## src/rtl/uart_receiver.sv

```systemverilog
// 7E1 UART receiver: start, 7 data bits LSB first, even parity, stop; mid-bit sampling.
// Optional: define PARITY_CHECK_EN to report parity mismatches on parity_err (otherwise tied 0).
module uart_receiver #(
  parameter int unsigned CLKS_PER_BIT = 5208
) (
  input  logic       clk,
  input  logic       reset,
  input  logic       rxd,
  output logic [6:0] data_out,
  output logic       data_valid,
  output logic       parity_err,
  output logic       frame_err,
  output logic       busy
);

  localparam logic [15:0] BIT_LAST = 16'(CLKS_PER_BIT - 1);
  localparam logic [15:0] MID_LAST = 16'(CLKS_PER_BIT / 2 - 1);

  typedef enum logic [2:0] {IDLE, START, DATA, PARITY, STOP} state_t;

  state_t      state, state_nxt;
  logic        rxd_meta, rxd_sync, rxd_prev;
  logic [1:0]  sync_fill;
  logic        armed;
  logic        fall;
  logic [15:0] cnt;
  logic [2:0]  bit_idx;
  logic [6:0]  shift_reg;
  logic        mid_hit, bit_hit, accept;

  // The synchronizer resets to 1s, so a line held low across reset would look like a
  // falling edge; edges only count once the line has been genuinely sampled high.
  always_ff @(posedge clk or negedge reset) begin
    if (!reset) begin
      rxd_meta  <= 1'b1;
      rxd_sync  <= 1'b1;
      rxd_prev  <= 1'b1;
      sync_fill <= 2'b00;
      armed     <= 1'b0;
    end else begin
      // NOTE: sequential state uses non-blocking assignments so every flop samples pre-edge values.
      rxd_meta  <= rxd;
      rxd_sync  <= rxd_meta;
      rxd_prev  <= rxd_sync;
      sync_fill <= {sync_fill[0], 1'b1};
      if (sync_fill[1] && rxd_sync) armed <= 1'b1;
    end
  end

  assign fall    = armed && rxd_prev && !rxd_sync;
  assign mid_hit = (cnt == MID_LAST);
  assign bit_hit = (cnt == BIT_LAST);
  assign accept  = (state == STOP) && bit_hit && rxd_sync;

  always_ff @(posedge clk or negedge reset) begin
    if (!reset) state <= IDLE;
    else        state <= state_nxt;
  end

  always_comb begin
    // NOTE: default first so every path assigns state_nxt and no latch is inferred.
    state_nxt = state;
    unique case (state)
      IDLE:    if (fall)    state_nxt = START;
      START:   if (mid_hit) state_nxt = rxd_sync ? IDLE : DATA;
      DATA:    if (bit_hit && bit_idx == 3'd6) state_nxt = PARITY;
      PARITY:  if (bit_hit) state_nxt = STOP;
      STOP:    if (bit_hit) state_nxt = IDLE;
      default: state_nxt = IDLE;
    endcase
  end

  always_comb begin
    busy = (state != IDLE);
  end

  always_ff @(posedge clk or negedge reset) begin
    if (!reset) begin
      cnt        <= '0;
      bit_idx    <= '0;
      shift_reg  <= '0;
      data_out   <= '0;
      data_valid <= 1'b0;
      frame_err  <= 1'b0;
    end else begin
      data_valid <= 1'b0;
      frame_err  <= 1'b0;

      if (state == IDLE)                                cnt <= '0;
      else if ((state == START) ? mid_hit : bit_hit)   cnt <= '0;
      else                                              cnt <= cnt + 16'd1;

      if (state == START && mid_hit) bit_idx <= '0;

      if (state == DATA && bit_hit) begin
        shift_reg[bit_idx] <= rxd_sync;
        bit_idx            <= (bit_idx == 3'd6) ? 3'd0 : bit_idx + 3'd1;
      end

      if (accept) begin
        data_out   <= shift_reg;
        data_valid <= 1'b1;
      end else if (state == STOP && bit_hit) begin
        frame_err  <= 1'b1;
      end
    end
  end

`ifdef PARITY_CHECK_EN
  logic parity_bit;

  always_ff @(posedge clk or negedge reset) begin
    if (!reset) begin
      parity_bit <= 1'b0;
      parity_err <= 1'b0;
    end else begin
      if (state == PARITY && bit_hit) parity_bit <= rxd_sync;
      if (accept)                     parity_err <= (^shift_reg) ^ parity_bit;
    end
  end
`else
  // The parity bit time is still walked through by the FSM; its value is simply ignored.
  assign parity_err = 1'b0;
`endif

endmodule

```

## config.mk

```make
export PLATFORM = sky130hd
export DESIGN_NAME = uart_receiver
export DESIGN_NICKNAME = d
export VERILOG_FILES = /design/src/rtl/uart_receiver.sv
export SDC_FILE = /design/constraint.sdc
export NUM_CORES = 1
export LEC_CHECK = 0
export BUFFER_PORTS_ARGS = -buffer_cell sky130_fd_sc_hd__buf_2
export CAP_MARGIN = 5
export CELL_PAD_IN_SITES_DETAIL_PLACEMENT = 1
export CELL_PAD_IN_SITES_GLOBAL_PLACEMENT = 2
export CORE_MARGIN = 10
export CORE_UTILIZATION = 40
export DETAILED_ROUTE_END_ITERATION = 8
export HOLD_SLACK_MARGIN = 0.06
export MAX_ROUTING_LAYER = met4
export PLACE_DENSITY_LB_ADDON = 0.2
export SETUP_SLACK_MARGIN = 0.3
export SLEW_MARGIN = 20
export SYNTH_ARGS = -nofsm -noshare
export SYNTH_HDL_FRONTEND = slang
export SYNTH_SLANG_ARGS = --single-unit
```

## constraint.sdc

```tcl
create_clock -name clk -period 3.35 [get_ports clk]
set_input_delay 0.1675 -clock clk [delete_from_list [all_inputs] [get_ports clk]]
set_output_delay 0.1675 -clock clk [all_outputs]
set_load 0.01 [all_outputs]
```

==> results of run 1 <==
[power by group]
group / switching, mW / total [mW] / internal (mW)
clock network: 0.177 / 0.398 / 0.221
logic: 0.115 / 0.201 / 0.0857
registers: 0.0347 / 0.592 / 0.558
[routing by layer]
layer | part of all wire (%) | wire, microns | track usage [%] | vias up
met4 | 1.8 | 71 | 4.63 | 0
met2 | 51 | 2050 | 17.9 | 13
met3 | 3.3 | 133 | 2.77 | 7
met5 | 0 | 0 | - | -
li1 | - | - | - | 648
met1 | 44 | 1800 | 11.6 | 695
[layout by cell type, fill, tap and decap left out, drive strengths merged, types with 3 or more instances in the layout]
master  count
nand4       4
clkbuf      6
xnor2       4
dfrtp      41
nand3       9
nor3        9
nor2       21
and2        3
mux2       17
inv         7
dfstp       3
nand2       9
xor2       10
a21oi       3
and3        3
or4         3
or3         3
buf        12
[layout make-up]
| class | instances | area, sq um | share of cell area, % |
|---|---|---|---|
| clock buffers | 6 | 72.6 | 3.16 |
| clock inverters | 2 | 35.0 | 1.52 |
| inverters | 7 | 26.3 | 1.14 |
| multi-input cells | 122 | 893 | 38.8 |
| flip-flops and latches | 44 | 1100 | 48.0 |
| well taps | 70 | 87.6 | 3.81 |
| repair buffers | 14 | 80.1 | 3.48 |
[metrics by stage]
step                instances  worst slack (ns)  total power [mW]  cell area (sq um)
CTS                       265             0.583              1.21               2300
global placement          255             0.679             0.798               2170
detailed placement        255             0.603             0.806               2170
finish                    265             0.642              1.19               2300
floorplan                 180             0.855             0.764               2070
global route              265             0.401              1.27               2300
[cell families (layout without fill, tap and decap cells)]
logic type | after synthesis | in the layout | share of synthesized area [%]
mux | 17 | 17 | 9.63
xor+xnor | 14 | 14 | 5.93
simple gates | 78 | 78 | 23.2
buf+inv | 14 | 29 | 3.33
fa+ha+maj | 1 | 1 | 0.605
flops | 44 | 44 | 53.5
other cells | 2 | 2 | 0.363
compound gates | 10 | 10 | 3.51
[worst reg2reg max path, cell delays in order, from the launching register on]
cell     delay [ns]
dfrtp_1        0.37
ha_1           0.22
or4b_4         0.49
or4_1          0.73
o21ai_1        0.14
and2_1         0.50
nor2_1         0.12
[path summary, 6_finish.rpt]
check	start	endpoint	slack, ns	depth (start not counted)
setup / recovery	cnt[0]$_DFF_PN0_	cnt[8]$_DFF_PN0_	0.64	6
hold / removal	rxd_meta$_DFF_PN1_	rxd_sync$_DFF_PN1_	0.35	0
setup reg to reg	cnt[0]$_DFF_PN0_	cnt[8]$_DFF_PN0_	0.64	6
hold reg to reg	rxd_meta$_DFF_PN1_	rxd_sync$_DFF_PN1_	0.35	0
max in group asynchronous	reset	cnt[5]$_DFF_PN0_	2.18	2
min in group asynchronous	reset	armed$_DFFE_PN0P_	0.57	2
==> reports/qor.yml, run 1 <==
outcome: "complete, no violations"
cp.required_ns: 3.51
holdBufCountCts: 2
diodes: 0
htree_levels: 2
viasPerCell: 5.14
dr.pass1.iters: 4
core_area_sq_um: 5070
synth_top_area_share_pct: 49.6
cp-end-kind: "flop"
die_h_microns: 91.9
chipWidth_microns: 91.9
cp_top_family: "simple AND/OR/NAND/NOR gates"
crit_chain: "ha_1, or4b_4, or4_1, o21ai_1, and2_1, nor2_1"
fin_tns_setup_ns: 0
ys.flop_type: "dfrtp_1"
post-route-util_pct: 45.3
syn_area_per_cell_sq_um: 11.5
ant_nets: 0
cp_slowest_cell: "or4_1"
clkSinkCount: 44
cts.path.max_buffers: 2
io_pins: 14
io_buffers: 12
rows: 26
hold_viol: 0
gp_congestion: 0.765
dp_hpwl_microns: 2990
whs_ns: 0.353
netlist_area_sq_um: 2070
synth_common_cells: "dfrtp_1 (41), nor2_1 (20), xor2_1 (10), nand2_1 (9), nand3_1 (9)"
synthArstFlopShare_pct: 100
nNetsFinal: 198
worstSetupStartpointType: "flop"
finalCritPeriodShare_pct: 80.8
cts_tree: "done"
numCtsBuffers: 5
synthCells: 180
min_period_ns: 2.71
drc: 0
drt_iter0_markers: 23
ys_seq_elements: 44
antenna_found_initial: 0
clkTransAtPathRegs_ns: 0.08
areaGrowthSynthToFinish_pct: 11.3
largest_reg_flops: 16
setup_viol: 0
hold_path_class: "flop to flop"
drv_slew: 0
rsz0062_at_grt: "no"
tightest_slew_ns: 0.964
syn_nets: 184
grt_max_degree: 45
cp.arrival_ns: 2.86
grt_util_all_layers_pct: 10.6
fill_cells: 561
grt_first_pass_wirelength_microns: 7130
irDropWorstVdd_mv: 0.199
cts-resized-gates: 0
wire_per_inst_microns: 15.3
relSlewSlack_pct: 35.7
finalWirelength_microns: 4050
cts_setup_buffers: 0
yosysWarningCount: 0
crit_type: "flop to flop"
synth_cell_types: 49
die-area_sq_um: 8440
clock_skew_ns: 0.00744
power_leakage_nw: 1.04
clkLatencyLatePin_ns: 0.30
synth_edf_count: 0
drive_above_1_share_pct: 23.1
synth.top_cells.by_area: "dfrtp_1 (50%), mux2_2 (4.4%), xor2_1 (4.2%)"
vias: 1363
maxCapViolCount: 0
powerDensity_nw_per_um2: 518
synth_top_area_cell: "dfrtp_1"
root_buffer: "clkbuf_8"
grt-ovfl-total: 0
yosysSeqAreaShare_pct: 53.5
grt_pass1_vias: 1486
max_stage_delay_ns: 0.73
fmax_mhz: 369
cp_max_fo: 16
start_util_pct: 40.7
crit_buf_inv: 0
synth.most_common_cell: "dfrtp_1"
No activity file was read; power rests on OpenSTA's default activity.
==> run 2: changes to the inputs <==
Settings changed: ABC_AREA set to 1, CORE_UTILIZATION 40 to 36.
Clock period 3.35 ns to 2.6 ns, I/O delays scaled along.
==> run 2 against run 1 <==
Net effect: clock power increased by 34%; final area increased by 13%; count of clock-buffer cells in the layout decreased by 1; via count increased by 34%; final cell count increased by 45%; core utilization decreased by 4.1 points; highest routed layer unchanged; largest power group unchanged.
==> reports/qor.yml, run 2 <==
core_area_sq_um: 6310  # was 5070 sq um
rows: 29  # was 26
final_common_cell: "nand2_1"  # was dfrtp_1
io_buffers: 12  # unchanged
clkTransAtPathRegs_ns: 0.09  # was 0.08 ns
clkLatencyLatePin_ns: 0.30  # about the same
maxCapViolCount: 0  # unchanged
drv_slew: 0  # unchanged
drc: 0  # unchanged
holdBufCountCts: 2  # unchanged
hold_path_class: "primary input to asynchronous set/reset pin"  # was flop to flop
r2r-end: "cnt[10]$_DFF_PN0_"  # was cnt[8]$_DFF_PN0_
yosysWarningCount: 0  # unchanged
cp_slowest_cell: "dfrtp_1"  # was or4_1
wire_per_inst_microns: 14.1  # was 15.3 microns
grt_pass1_vias: 1884  # was 1486
yosysSeqAreaShare_pct: 47.7  # was 53.5%
synthCells: 290  # was 180
cts-resized-gates: 0  # unchanged
clkSinkCount: 44  # unchanged
gp_congestion: 0.848  # was 0.765
finalCritPeriodShare_pct: 66.1  # was 80.8%
tightest_slew_ns: 0.556  # was 0.964 ns
drt_iter0_markers: 58  # was 23
dp_hpwl_microns: 4120  # was 2990 microns
min_period_ns: 1.72  # was 2.71 ns
die-area_sq_um: 10000  # was 8440 sq um
ff2ff_path_depth: 8  # was 6
cts_tree: "done"  # unchanged
crit_chain: "ha_1, nand2_2, inv_2, nand2_2, nor2_4, nand2_4, o211ai_4, nor2_1"  # was ha_1, or4b_4, or4_1, o21ai_1, and2_1, nor2_1
hold_viol: 0  # unchanged
synth_edf_count: 0  # unchanged
diodes: 0  # unchanged
cp-end-kind: "flop"  # unchanged
synth_top_area_cell: "dfrtp_1"  # unchanged
grt_util_all_layers_pct: 11.7  # was 10.6%
cp_max_fo: 9  # was 16
syn_nets: 294  # was 184
numCtsBuffers: 5  # unchanged
fin_tns_setup_ns: 0  # unchanged
chipWidth_microns: 100  # was 91.9 microns
grt-ovfl-total: 0  # unchanged
vias: 1821  # was 1363
ys_seq_elements: 44  # unchanged
io_pins: 14  # unchanged
powerDensity_nw_per_um2: 656  # was 518 nW/um^2
outcome: "complete, no violations"  # unchanged
syn_area_per_cell_sq_um: 7.99  # was 11.5 sq um
cts_setup_buffers: 0  # unchanged
netlist_area_sq_um: 2320  # was 2070 sq um
power_mw: 1.71  # was 1.19 mW
synth_cell_types: 29  # was 49
cp.arrival_ns: 1.90  # was 2.86 ns
rsz0062_at_grt: "no"  # unchanged
viasPerCell: 4.73  # was 5.14
clock_skew_ns: 0.0112  # was 0.00744 ns
cts.path.max_buffers: 2  # unchanged
crit_buf_inv: 1  # was 0
crit_type: "flop to flop"  # unchanged
power_leakage_nw: 1.26  # was 1.04 nW
most-common-layout-cells: "nand2_1 (77), dfrtp_1 (41), nor2_1 (37), inv_1 (33), nand3_1 (21)"  # was dfrtp_1 (41), nor2_1 (20), buf_2 (12), xor2_1 (10)
max_stage_delay_ns: 0.39  # was 0.73 ns
cp_top_family: "simple AND/OR/NAND/NOR gates"  # unchanged
dr.pass1.iters: 4  # unchanged
root_buffer: "clkbuf_8"  # unchanged
synthArstFlopShare_pct: 100  # unchanged
relSlewSlack_pct: 62.9  # was 35.7%
ys.flop_type: "dfrtp_1"  # unchanged
grt_max_degree: 45  # unchanged
setup_viol: 0  # unchanged
reg2reg_from: "cnt[0]$_DFF_PN0_"  # unchanged
largest_reg_flops: 16  # unchanged
nNetsFinal: 311  # was 198
finalWirelength_microns: 5420  # was 4050 microns
reg2reg_setup_slack_ns: 0.88  # was 0.64 ns
ant_nets: 0  # unchanged
cp.required_ns: 2.78  # was 3.51 ns
die_h_microns: 100  # was 91.9 microns
synth_top_area_share_pct: 44.3  # was 49.6%
drive_above_1_share_pct: 14.6  # was 23.1%
start_util_pct: 36.7  # was 40.7%
irDropWorstVdd_mv: 0.419  # was 0.199 mV
synth.most_common_cell: "nand2_1"  # was dfrtp_1
fmax_mhz: 582  # was 369 MHz
synth.top_cells.by_area: "dfrtp_1 (44%), nand2_1 (12%), nor2_1 (6.0%)"  # was dfrtp_1 (50%), mux2_2 (4.4%), xor2_1 (4.2%)
antenna_found_initial: 0  # unchanged
htree_levels: 2  # unchanged
synth_common_cells: "nand2_1 (77), dfrtp_1 (41), nor2_1 (37), inv_1 (33), nand3_1 (21)"  # was dfrtp_1 (41), nor2_1 (20), xor2_1 (10), nand2_1 (9), nand3_1 (9)
crit_top_cell: "nand2_2"
worstSetupStartpointType: "flop"  # unchanged
areaGrowthSynthToFinish_pct: 12.3  # was 11.3%
grt_first_pass_wirelength_microns: 9380  # was 7130 microns
-- run 2: changes by cell type after synthesis, moves of 4 or more --
cell / delta
inv_1: +26
mux2_1: -7
mux2_2: -8
nand2_1: +68
nand3_1: +12
nand4_1: +12
nor2_1: +17
nor2_4: +4
o21ai_0: +8
o21ai_1: +4
-- run 2: cell type report --
type,count,area (sq um)
multi-input combinational,204,1040
clock inverter,3,42.5
clock buffer,5,68.8
timing repair buffer,15,108
sequential,44,1100
fill,767,3710
inverter,37,140
tap,77,96.3
-- run 2: worst max-delay path by stage --
stage,startpoint,endpoint,slack [ns],depth (start not counted)
2_1_floorplan,cnt[0]$_DFF_PN0_,cnt[10]$_DFF_PN0_,1.14,8
3_3_place_gp,cnt[0]$_DFF_PN0_,cnt[10]$_DFF_PN0_,0.89,8
3_5_place_dp,cnt[0]$_DFF_PN0_,cnt[10]$_DFF_PN0_,0.85,8
4_1_cts,cnt[0]$_DFF_PN0_,cnt[10]$_DFF_PN0_,0.84,8
5_1_grt,cnt[0]$_DFF_PN0_,bit_idx[2]$_DFFE_PN0P_,0.70,10
6_report,cnt[0]$_DFF_PN0_,cnt[10]$_DFF_PN0_,0.88,8
-- run 2: cell families (layout without fill, tap and decap cells) --
logic type      count (synthesis)  after routing  synth area share [%]
other cells                     2              2                 0.324
simple gates                  177            177                  36.6
buf+inv                        42             60                  7.35
flops                          44             44                  47.7
xor+xnor                        9              9                  3.40
compound gates                 15             15                  4.05
fa+ha+maj                       1              1                 0.540
-- run 2: stage by stage --
| stage | std cells | instance area, sq um | hold slack [ns] | setup WS [ns] | utilization [%] |
|---|---|---|---|---|---|
| after global placement | 374 | 2440 | 0.235 | 0.889 | 38.7 |
| after floorplan | 290 | 2320 | -0.166 | 1.14 | - |
| after global routing | 385 | 2600 | 0.364 | 0.702 | 41.2 |
| final | 385 | 2600 | 0.347 | 0.880 | 41.2 |
| after detailed placement | 374 | 2440 | 0.237 | 0.855 | 38.7 |
| after CTS | 384 | 2570 | 0.357 | 0.839 | 40.8 |
-- run 2: where the power goes --
group	internal (mW)	switching (mW)
Sequential	0.735	0.0466
Clock	0.285	0.249
Combinational	0.116	0.275
-- run 2: routing by layer --
layer  part of all wire, %  vias to the layer above  wire (microns)  track usage [%]
met2                    41                       31            2240             16.2
met3                   4.3                        6             234             2.82
li1                      -                      943               -                -
met4                  0.77                        0              42             3.26
met5                     0                        -               0                -
met1                    54                      841            2900             16.4
-- run 2: worst reg2reg max path: cells and delay by family, from the launching register on --
| kind | cells | cell delay (ns) |
|---|---|---|
| adder cells (fa/ha/maj) | 1 | 0.28 |
| buffers and inverters | 1 | 0.07 |
| flip-flops | 1 | 0.39 |
| AND/OR/NAND/NOR | 5 | 0.52 |
| AO/OA/AOI/OAI | 1 | 0.34 |
==> run 3: changes to the inputs <==
Clock period 2.6 ns to 1.78 ns, I/O delays scaled along.
==> run 3 against run 2 <==
Net effect: worst hold slack better by 0.0083 ns; sequential power increased by 47%; clock skew fell by 0.0047 ns; combinational power up 120%; final area rose by 13%; via count grew 7.7%; sequential cell count unchanged; maximum frequency increased by 10%; register-to-register slack worse by 0.66 ns; critical path type unchanged; first-iteration DRC count is 71% higher; die area did not move.
==> reports/qor.yml, run 3 (same netlist as run 2, synthesis figures left out) <==
wire_per_inst_microns: 14.7  # was 14.1 microns
hold_viol: 0  # unchanged
ant_nets: 0  # unchanged
cp.arrival_ns: 1.73  # was 1.90 ns
io_pins: 14  # unchanged
cp-end-kind: "flop"  # unchanged
crit_end: "cnt[11]$_DFF_PN0_"  # was cnt[10]$_DFF_PN0_
seq_area_sq_um: 1110  # was 1100 sq um
finalWorstSetupSlack_ns: 0.219  # was 0.880 ns
drive_above_1_share_pct: 34.2  # was 14.6%
rows: 29  # unchanged
cts_tree: "done"  # unchanged
numCtsBuffers: 5  # unchanged
reg2reg_setup_slack_ns: 0.22  # was 0.88 ns
drt_iter0_markers: 99  # was 58
grt-ovfl-total: 0  # unchanged
seqPwrFrac_pct: 43.8  # was 45.8%
viasPerCell: 4.82  # was 4.73
drv_slew: 0  # unchanged
reg2reg_from: "cnt[5]$_DFF_PN0_"  # was cnt[0]$_DFF_PN0_
drc: 0  # unchanged
grt_max_degree: 45  # unchanged
r2r-end: "cnt[11]$_DFF_PN0_"  # was cnt[10]$_DFF_PN0_
cp_top_family: "simple AND/OR/NAND/NOR gates"  # unchanged
gp_congestion: 0.787  # was 0.848
place_ws_ns: 0.0966  # was 0.855 ns
clock_skew_ns: 0.00657  # was 0.0112 ns
rsz0062_at_grt: "yes"  # was no
hold_path_class: "flop to flop"  # was primary input to asynchronous set/reset pin
whs_ns: 0.355  # was 0.347 ns
htree_levels: 2  # unchanged
cp.required_ns: 1.95  # was 2.78 ns
cp_max_fo: 7  # was 9
die_h_microns: 100  # unchanged
nNetsFinal: 333  # was 311
final_cells: 407  # was 385
ff2ff_path_depth: 7  # was 8
maxCapViolCount: 0  # unchanged
irDropWorstVdd_mv: 0.511  # was 0.419 mV
setup_viol: 0  # unchanged
root_buffer: "clkbuf_8"  # unchanged
intPower_mw: 1.66  # was 1.14 mW
finalCritPeriodShare_pct: 87.7  # was 66.1%
dp.cells: 380  # was 374
most-common-layout-cells: "nand2_1 (61), dfrtp_1 (36), nor2_1 (28), inv_1 (25), buf_4 (18)"  # was nand2_1 (77), dfrtp_1 (41), nor2_1 (37), inv_1 (33), nand3_1 (21)
p_clk_share_pct: 23.3  # was 31.3%
outcome: "complete, no violations"  # unchanged
fin_tns_setup_ns: 0  # unchanged
startpoint: "cnt[5]$_DFF_PN0_"  # was cnt[0]$_DFF_PN0_
crit_buf_inv: 1  # unchanged
fmax_mhz: 641  # was 582 MHz
combPwrFrac_pct: 32.9  # was 22.9%
min_period_ns: 1.56  # was 1.72 ns
crit_type: "flop to flop"  # unchanged
relSlewSlack_pct: 61.9  # was 62.9%
switchingPower_uw: 965  # was 570 uW
largest_reg_flops: 16  # unchanged
grt_first_pass_wirelength_microns: 9890  # was 9380 microns
antenna_found_initial: 0  # unchanged
areaGrowthSynthToFinish_pct: 27.0  # was 12.3%
dp_hpwl_microns: 4070  # was 4120 microns
die-area_sq_um: 10000  # unchanged
final_common_cell: "nand2_1"  # unchanged
start_util_pct: 36.7  # unchanged
worstSetupStartpointType: "flop"  # unchanged
grt_util_all_layers_pct: 12.4  # was 11.7%
critical_path_depth: 7  # was 8
clkTransAtPathRegs_ns: 0.08  # was 0.09 ns
io_buffers: 12  # unchanged
finalWirelength_microns: 5990  # was 5420 microns
clkSinkCount: 44  # unchanged
cp_slowest_cell: "dfrtp_1"  # unchanged
multi_input_area_sq_um: 1250  # was 1040 sq um
dr.pass1.iters: 4  # unchanged
vias: 1962  # was 1821
fill_cells: 786  # was 767
power_leakage_nw: 1.40  # was 1.26 nW
max_stage_delay_ns: 0.41  # was 0.39 ns
p_sw_share_pct: 36.8  # was 33.4%
cts.path.max_buffers: 2  # unchanged
grt_pass1_vias: 2022  # was 1884
tightest_slew_ns: 0.572  # was 0.556 ns
powerDensity_nw_per_um2: 893  # was 656 nW/um^2
core_area_sq_um: 6310  # unchanged
diodes: 0  # unchanged
crit_chain: "buf_6, nor2_2, nand2_1, nor2_4, nand2_4, o211ai_4, nor2_1"  # was ha_1, nand2_2, inv_2, nand2_2, nor2_4, nand2_4, o211ai_4, nor2_1
chipWidth_microns: 100  # unchanged
clkLatencyLatePin_ns: 0.30  # about the same
-- run 3: layout make-up --
cell class                      count  share of cell area, %
Clock buffer                        6                   2.47
Clock inverter                      2                  0.426
Inverter                           37                   4.89
Multi-Input combinational cell    206                   42.7
Sequential cell                    44                   37.8
Tap cell                           77                   3.28
Timing Repair Buffer               35                   8.47
-- run 3: layer usage --
layer,track usage (%),part of all wire (%),up-vias
met2,17.6,42,21
met3,3.30,3.5,6
met1,16.9,53,938
met5,-,0,-
met4,3.80,1.3,0
li1,-,-,997
-- run 3: worst min path at each step --
stage,startpoint,to,slack (ns),cells past startpoint
floorplan,reset,armed$_DFFE_PN0P_,-0.21,0
global placement,rxd,rxd_meta$_DFF_PN1_,0.19,1
detailed placement,rxd,rxd_meta$_DFF_PN1_,0.20,1
CTS,sync_fill[0]$_DFF_PN0_,sync_fill[1]$_DFF_PN0_,0.36,0
global route,rxd_meta$_DFF_PN1_,rxd_sync$_DFF_PN1_,0.36,0
finish,sync_fill[0]$_DFF_PN0_,sync_fill[1]$_DFF_PN0_,0.36,0
-- run 3: power by group through the flow --
stage          Clock (mW)  Sequential, mW  Combinational [mW]
2_1_floorplan           0            1.14               0.413
3_3_place_gp            0            1.15               0.588
3_5_place_dp            0            1.16               0.589
4_1_cts             0.644            1.14               0.727
5_1_grt             0.693            1.16               0.966
6_report            0.612            1.15               0.862
-- run 3: what timing repair did --
| item | in CTS | in global routing |
|---|---|---|
| gates resized for setup | 27 | 42 |
| gates cloned | 2 | 0 |
| pin swaps | 10 | 25 |
| hold buffers | 2 | 0 |
| hold endpoints to repair | 42 | 0 |
| setup endpoints to repair | 36 | 36 |
| buffers inserted | 7 | 8 |
-- run 3: metrics by stage --
stage | utilization [%] | cell area, sq um | total power [mW]
finish | 46.6 | 2940 | 2.62
global route | 46.6 | 2940 | 2.82
CTS | 43.4 | 2740 | 2.52
detailed placement | 39.4 | 2490 | 1.75
global placement | 39.4 | 2490 | 1.74
floorplan | - | 2320 | 1.56
